## config.mk

```make
export PLATFORM = sky130hd
export DESIGN_NAME = mul_stage_pipe
export DESIGN_NICKNAME = d
export VERILOG_FILES = /design/src/rtl/mul_stage_pipe.sv
export SDC_FILE = /design/constraint.sdc
export NUM_CORES = 2
export LEC_CHECK = 0
export ABC_AREA = 1
export BUFFER_PORTS_ARGS = -buffer_cell sky130_fd_sc_hd__buf_2
export CAP_MARGIN = 20
export CELL_PAD_IN_SITES_DETAIL_PLACEMENT = 1
export CELL_PAD_IN_SITES_GLOBAL_PLACEMENT = 1
export CORE_MARGIN = 1
export CORE_UTILIZATION = 40
export DETAILED_ROUTE_END_ITERATION = 12
export PLACE_DENSITY_LB_ADDON = 0.1
export SLEW_MARGIN = 25
export SYNTH_ARGS = -nofsm -noshare
export SYNTH_HDL_FRONTEND = slang
export SYNTH_SLANG_ARGS = --single-unit
```

## constraint.sdc

```tcl
create_clock -name clk -period 23.3 [get_ports clk]
set_input_delay 4.66 -clock clk [delete_from_list [all_inputs] [get_ports clk]]
set_output_delay 4.66 -clock clk [all_outputs]
set_load 0.03 [all_outputs]
```

## src/rtl/mul_stage_pipe.sv

```systemverilog
// mul_stage_pipe: N-channel c*p multiply stage with valid/ready stall and per-packet accumulate
// Ports:
//   clk, rst             rising-edge clock, synchronous active-high reset
//   in_valid/in_ready    input handshake; in_ready = !out_valid | out_ready
//   in_mode              0 = plain multiply, 1 = multiply-accumulate
//   in_last              closes an accumulate packet (mode 1 only)
//   c_in, p_in           packed unsigned operands, channel k at [k*DATA_W +: DATA_W]
//   out_valid/out_ready  output handshake
//   out_last             output closes an accumulate packet
//   c_out                c operands aligned with cp_out
//   cp_out               per-channel product or accumulated sum, ACC_W bits each
// Optional: define MUL_STAGE_SAT_EN to clamp accumulate overflow to all-ones instead of wrapping.
module mul_stage_pipe #(
    parameter int N_CH      = 9,
    parameter int DATA_W    = 8,
    parameter int LAT       = 2,
    parameter int ACC_GUARD = 4
) (
    input  logic                                   clk,
    input  logic                                   rst,
    input  logic                                   in_valid,
    output logic                                   in_ready,
    input  logic                                   in_last,
    input  logic                                   in_mode,
    input  logic [N_CH*DATA_W-1:0]                 c_in,
    input  logic [N_CH*DATA_W-1:0]                 p_in,
    output logic                                   out_valid,
    input  logic                                   out_ready,
    output logic                                   out_last,
    output logic [N_CH*DATA_W-1:0]                 c_out,
    output logic [N_CH*(2*DATA_W+ACC_GUARD)-1:0]   cp_out
);
    localparam int PW    = 2 * DATA_W;
    localparam int ACC_W = PW + ACC_GUARD;

    logic                     w_adv;
    logic [N_CH*PW-1:0]       w_prod;
    logic                     w_fv;
    logic                     w_fmode;
    logic                     w_flast;
    logic                     w_emit;
    logic [N_CH*PW-1:0]       w_fprod;
    logic [N_CH*DATA_W-1:0]   w_fc;
    logic [ACC_W:0]           w_sum;
    logic [N_CH*ACC_W-1:0]    w_acc_nxt;
    logic [N_CH*ACC_W-1:0]    w_fcp;
    logic                     r_out_valid;
    logic                     r_out_last;
    logic                     r_in_pkt;
    logic [N_CH*DATA_W-1:0]   r_c_out;
    logic [N_CH*ACC_W-1:0]    r_cp_out;
    logic [N_CH*ACC_W-1:0]    r_acc;

    assign w_adv     = !r_out_valid | out_ready;
    assign in_ready  = w_adv;
    assign out_valid = r_out_valid;
    assign out_last  = r_out_last;
    assign c_out     = r_c_out;
    assign cp_out    = r_cp_out;

    always_comb begin
        w_prod = '0;
        for (int k = 0; k < N_CH; k++)
            w_prod[k*PW +: PW] = PW'(c_in[k*DATA_W +: DATA_W]) * PW'(p_in[k*DATA_W +: DATA_W]);
    end

    // Since in_ready equals advance, any slot captured on an advancing edge
    // carries in_valid directly as its valid bit.
    generate
        if (LAT == 1) begin : g_lat1
            assign w_fv    = in_valid;
            assign w_fmode = in_mode;
            assign w_flast = in_last;
            assign w_fprod = w_prod;
            assign w_fc    = c_in;
        end else begin : g_latn
            logic [LAT-2:0]         r_v;
            logic [LAT-2:0]         r_mode;
            logic [LAT-2:0]         r_last;
            logic [N_CH*PW-1:0]     r_p [LAT-1];
            logic [N_CH*DATA_W-1:0] r_c [LAT-1];
            always_ff @(posedge clk) begin
                if (rst) begin
                    r_v <= '0;
                end else if (w_adv) begin
                    r_v[0]    <= in_valid;
                    r_mode[0] <= in_mode;
                    r_last[0] <= in_last;
                    r_p[0]    <= w_prod;
                    r_c[0]    <= c_in;
                    for (int i = 1; i < LAT - 1; i++) begin
                        r_v[i]    <= r_v[i-1];
                        r_mode[i] <= r_mode[i-1];
                        r_last[i] <= r_last[i-1];
                        r_p[i]    <= r_p[i-1];
                        r_c[i]    <= r_c[i-1];
                    end
                end
            end
            assign w_fv    = r_v[LAT-2];
            assign w_fmode = r_mode[LAT-2];
            assign w_flast = r_last[LAT-2];
            assign w_fprod = r_p[LAT-2];
            assign w_fc    = r_c[LAT-2];
        end
    endgenerate

    // Outside a packet the accumulator base is zero. A saturated accumulator is
    // all-ones, so any further addend re-saturates it: clamping is sticky by itself.
    always_comb begin
        w_sum     = '0;
        w_acc_nxt = '0;
        w_fcp     = '0;
        for (int k = 0; k < N_CH; k++) begin
            w_sum = {1'b0, r_in_pkt ? r_acc[k*ACC_W +: ACC_W] : ACC_W'(0)} + (ACC_W+1)'(w_fprod[k*PW +: PW]);
`ifdef MUL_STAGE_SAT_EN
            w_acc_nxt[k*ACC_W +: ACC_W] = w_sum[ACC_W] ? '1 : w_sum[ACC_W-1:0];
`else
            w_acc_nxt[k*ACC_W +: ACC_W] = w_sum[ACC_W-1:0];
`endif
            w_fcp[k*ACC_W +: ACC_W] = w_fmode ? w_acc_nxt[k*ACC_W +: ACC_W] : ACC_W'(w_fprod[k*PW +: PW]);
        end
    end

    assign w_emit = w_fv & (!w_fmode | w_flast);

    always_ff @(posedge clk) begin
        if (rst) begin
            r_out_valid <= 1'b0;
            r_out_last  <= 1'b0;
            r_c_out     <= '0;
            r_cp_out    <= '0;
            r_acc       <= '0;
            r_in_pkt    <= 1'b0;
        end else if (w_adv) begin
            r_out_valid <= w_emit;
            r_out_last  <= w_emit & w_fmode;
            if (w_emit) begin
                r_c_out  <= w_fc;
                r_cp_out <= w_fcp;
            end
            if (w_fv & w_fmode) begin
                r_acc    <= w_acc_nxt;
                r_in_pkt <= !w_flast;
            end
        end
    end
endmodule

```

# [Word level (Yosys, flattened, before mapping)]
# Memories as Yosys holds them, arrays and structs flattened. A register that Yosys moved wholly into a read port is not among the register bits.
# Index checks and enable logic that the tools add are counted.
[word_totals] memories=2 elab_cells=61 ramBits=216 output_inout_bits=255 input_bits=150 regBits=366
[mem_list] memory="g_latn.r_p" depth=1 width=144 rd=1 rd_ports_with_merged_regs=0 wr=1 line_no="80" text="logic [N_CH*PW-1:0] r_p [LAT-1];"
[mem_list] memory="g_latn.r_c" depth=1 width=72 rd=1 rd_ports_with_merged_regs=1 wr=1 line_no="81" text="logic [N_CH*DATA_W-1:0] r_c [LAT-1];"
[classes] mul=9 add_sub_neg=9 n_mux=21 bitwise=6 n_reduce_logical=6
[op_table] cell="20-bit 2-to-1 mux" count=18
[op_table] cell="20-bit by 16-bit adder with 20-bit output" count=9
[op_table] cell="8-bit by 8-bit multiplier with 16-bit output" count=9
[op_table] cell="2-bit AND reduction" count=3
[op_table] cell="1-bit AND" count=3
[op_table] cell="1-bit zero test" count=3
[op_table] cell="1-bit 2-to-1 mux" count=3
[op_table] cell="1-bit bitwise OR" count=2
[op_table] cell="1-bit inverter" count=1

# [Longest topological paths before layout]
[logic_depth] depth_word=5 depth_mapped=22 depth_no_buf=19

# [Worst setup path before layout]
# Ideal clock, no wire load.
[synth_path] path_type="input -> register" start="in rst" end="mem g_latn.r_c[0][0] in the netlist's numbering, enable pin" cell_stages=4 n_path_buf=3 setup_time_ns=0.799 slack_ns=8.224 arrival_time_ns=14.277 required_ns=22.501 path_cell_list="buf_2 > clkbuf_1 > clkbuf_1 > nor2_1"
[synth_between] elab_chain_cells=2
[synth_lines] element="start: declaration" line_no="20" text="input logic rst,"
[synth_lines] element="1-bit 2-to-1 mux" line_no="83" text="if (rst) begin"
[synth_lines] element="1-bit 2-to-1 mux (not written as such)" line_no="90" text="r_c[0] <= c_in;"
[synth_lines] element="end: declaration" line_no="81"
# No other way between the ends.

# [Worst setup path after layout]
[layout_path] start="in out_ready" end="out in_ready"
[layout_between] elab_chain_cells=1
[layout_lines] element="start: declaration" line_no="28" text="input logic out_ready,"
[layout_lines] element="1-bit bitwise OR" line_no="54" text="assign w_adv = !r_out_valid | out_ready;"
[layout_lines] element="end: declaration" line_no="22" text="output logic in_ready,"
# No other way between the ends.

==> impl_metrics.json <==
{
  "fmax_mhz": 100,
  "worst_path_most_repeated_cell": "buf_2",
  "place_ws_ps": 13320,
  "grt-ovfl-total": 0,
  "via_per_inst": 4.93,
  "finalWorstSetupSlack_ps": 13320,
  "cts_resized": 0,
  "slew_headroom": 0.299,
  "path_delay_family": "simple AND/OR/NAND/NOR gates",
  "postSynthCellCount": 7933,
  "slew_violations": 0,
  "path_clk_slew_ps": 50,
  "syn2layout_area_growth_pct": 10.7,
  "rsz0062_at_grt": "no",
  "num_vias": 49200,
  "end_kind": "primary output",
  "cts_setup_buffers": 0,
  "layout-drive-gt1-share": 0.0736,
  "grt_pass1_vias": 51800,
  "status": "complete, no violations",
  "dr.pass1.iters": 5,
  "fin_cells": 9977,
  "critPathSlowestCell": "or2_1",
  "whs_ps": 460,
  "critical_path_buf_inv_count": 2,
  "place_inst": 9815,
  "syn_nets": 8884,
  "cts_max_level": 3,
  "coreArea_um2": 137000,
  "path_max_fanout": 6,
  "yosysUniqueCellTypes": 39,
  "finalWirelength_um": 171000,
  "fillers": 17800,
  "worstPathArrival_ps": 5320,
  "fin_tns_setup_ps": 0,
  "drt_iter0_drc": 2075,
  "ioPinCount": 405,
  "path_cells": "buf_2 > or2_1 > buf_2",
  "antenna_found_initial": 12,
  "critPathLaunchType": "primary input",
  "port_buffers": 404,
  "place_congestion": 0.880,
  "yosysSeqAreaShare": 0.276,
  "tightest_slew_ps": 1050,
  "ant_nets": 0,
  "cts_buffers": 84,
  "leakagePower_nw": 36.0,
  "die_area_um2": 140000,
  "insertion_delay_ps": 690,
  "chipHeight_um": 374,
  "hpwl_um": 129000,
  "grt_max_degree": 151,
  "ctsHoldBuffers": 0,
  "grtUsageTotal": 0.244,
  "cts_tree": "built",
  "synth_area_um2": 55300,
  "fp.dieW_um": 374,
  "start_util": 0.403,
  "drcViolationCount": 0,
  "routedWlPerCell_um": 17.1,
  "hold_viol": 0,
  "drv_cap": 0,
  "path_class": "in2out",
  "cts.sinks": 654,
  "powerDensity_nw_per_um2": 80.1,
  "fin_crit_sh": 0.428,
  "setup_violations": 0,
  "fin_worst_skew_ps": 32.3,
  "nets": 9058,
  "vdd_ir_drop_max_v": 0.0000577,
  "cts.path.max_buffers": 3,
  "ys_ff_latch": 654,
  "syn_avg_cell_area_um2": 6.98,
  "cts-root-buf": "clkbuf_16",
  "required_ps": 18640,
  "critPathMaxStageDelay_ps": 340,
  "period_minus_slack_ps": 9980,
  "grt_pass1_wl_um": 274000,
  "yosysWarningCount": 0,
  "rows": 136,
  "min_path_type": "reg2reg"
}
==> cell families (layout without fill, tap and decap cells) <==
group,after synthesis,after routing,share of synthesized area
simple gates,3351,3351,0.240
buf+inv,2101,2346,0.146
compound gates,862,862,0.0860
fa+ha+maj,801,801,0.226
flops,654,654,0.276
xor+xnor,164,164,0.0260
other cells,0,5,0
==> synth_stat cells, drive strengths merged <==
| library cell | number | share of area |
|---|---|---|
| o2111ai | 8 | 0.0013 |
| and3 | 8 | 0.00090 |
| a211oi | 10 | 0.0022 |
| inv | 1760 | 0.12 |
| nor2 | 555 | 0.038 |
| and2 | 6 | 0.00068 |
| nand3 | 374 | 0.034 |
| dfxtp | 436 | 0.16 |
| a21o | 19 | 0.0026 |
| nand2 | 2328 | 0.16 |
| nor2b | 1 | 0.00011 |
| clkbuf | 229 | 0.016 |
| nor3 | 32 | 0.0029 |
| o31ai | 3 | 0.00041 |
| a21oi | 510 | 0.046 |
| o21bai | 8 | 0.0011 |
| a221oi | 3 | 0.00047 |
| xnor2 | 67 | 0.011 |
| or2 | 4 | 0.00045 |
| xor2 | 97 | 0.015 |
| buf | 112 | 0.011 |
| fa | 333 | 0.12 |
| nand4 | 36 | 0.0041 |
| o211ai | 58 | 0.0095 |
| o21ai | 227 | 0.021 |
| a21boi | 1 | 0.00014 |
| ha | 468 | 0.11 |
| nand3b | 7 | 0.00095 |
| edfxtp | 218 | 0.12 |
| a31oi | 15 | 0.0017 |
==> worst register-to-register path, stage by stage, from the launching register on <==
cell      delay (ps)
edfxtp_1         330
buf_4            450
nand3_4          780
inv_8            960
buf_4            780
buf_4            930
nand3_1          270
o211ai_2         110
inv_1             60
==> stage by stage <==
stage | utilization | total power [mW] | area [µm²]
floorplan | - | 3.00 | 55300
global placement | 0.425 | 3.51 | 58400
detailed placement | 0.425 | 3.57 | 58400
CTS | 0.446 | 4.98 | 61300
global route | 0.446 | 5.30 | 61300
finish | 0.446 | 4.91 | 61300
==> cell usage in the layout, fill, tap and decap left out, types with 3 or more instances in the layout <==
| cell | n |
|---|---|
| a211oi_2 | 9 |
| nor3_1 | 32 |
| nand3b_1 | 7 |
| o211ai_1 | 40 |
| fa_1 | 333 |
| bufinv_16 | 8 |
| edfxtp_1 | 218 |
| a21oi_1 | 510 |
| diode_2 | 5 |
| inv_6 | 9 |
| o31ai_1 | 3 |
| dfxtp_1 | 435 |
| a31oi_1 | 15 |
| o21ai_1 | 5 |
| nand3_1 | 372 |
| nor2_1 | 553 |
| o21ai_0 | 222 |
| o2111ai_1 | 8 |
| clkinvlp_4 | 5 |
| clkbuf_1 | 22 |
| and2_1 | 6 |
| a21o_1 | 19 |
| inv_1 | 1756 |
| o21bai_1 | 8 |
| ha_1 | 468 |
| a221oi_1 | 3 |
| nand4_1 | 36 |
| or2_2 | 3 |
| clkbuf_8 | 9 |
| xnor2_1 | 67 |
| nand2_1 | 2328 |
| xor2_1 | 97 |
| buf_4 | 23 |
| o211ai_2 | 18 |
| clkbuf_16 | 88 |
| clkinv_2 | 13 |
| and3_1 | 8 |
| buf_2 | 403 |
==> cell type report <==
cell class	count	area, µm²	area share
Clock buffer	119	2410	0.0393
Inverter	1760	6630	0.108
Timing Repair Buffer	429	2240	0.0366
Clock inverter	38	448	0.00731
Tap cell	1794	2240	0.0366
Multi-Input combinational cell	5178	32000	0.522
Antenna cell	5	12.5	0.000204
Sequential cell	654	15300	0.249
==> path summary, 6_finish.rpt <==
path | startpoint | end | slack (ps) | cells after the start
worst max-delay path | out_ready | in_ready | 13320 | 3
worst min register to register | c_out[31] | c_out[31] | 460 | 2
worst max register to register | g_latn.r_mode | r_acc[171] | 18510 | 8
worst min-delay path | c_out[31] | c_out[31] | 460 | 2
==> layer usage <==
| layer | routed length [µm] | global-route usage | share of wire | up-vias |
|---|---|---|---|---|
| li1 | - | - | - | 24400 |
| met2 | 77700 | 0.406 | 0.45 | 640 |
| met5 | 70 | 0 | 0.00041 | - |
| met1 | 80900 | 0.323 | 0.47 | 23900 |
| met3 | 7660 | 0.0417 | 0.045 | 198 |
| met4 | 4370 | 0.0704 | 0.026 | 10 |
==> flip-flops by register name, indices dropped and copies added, names as in the netlist <==
| name | flops |
|---|---|
| g_latn.r_v | 1 |
| g_latn.r_c | 72 |
| r_acc | 180 |
| g_latn.r_mode | 1 |
| g_latn.r_p | 144 |
| c_out | 72 |
| out_valid | 1 |
| g_latn.r_last | 1 |
| out_last | 1 |
| r_in_pkt | 1 |
| cp_out | 180 |
==> power by group <==
group,internal [mW],leakage (nW),switching (mW),total (mW)
Sequential,1.41,5.70,0.121,1.53
Combinational,0.713,28.9,1.30,2.01
Clock,0.813,1.39,0.557,1.37
Total,2.93,36.0,1.97,4.91
(Power assumes the default switching activity.)
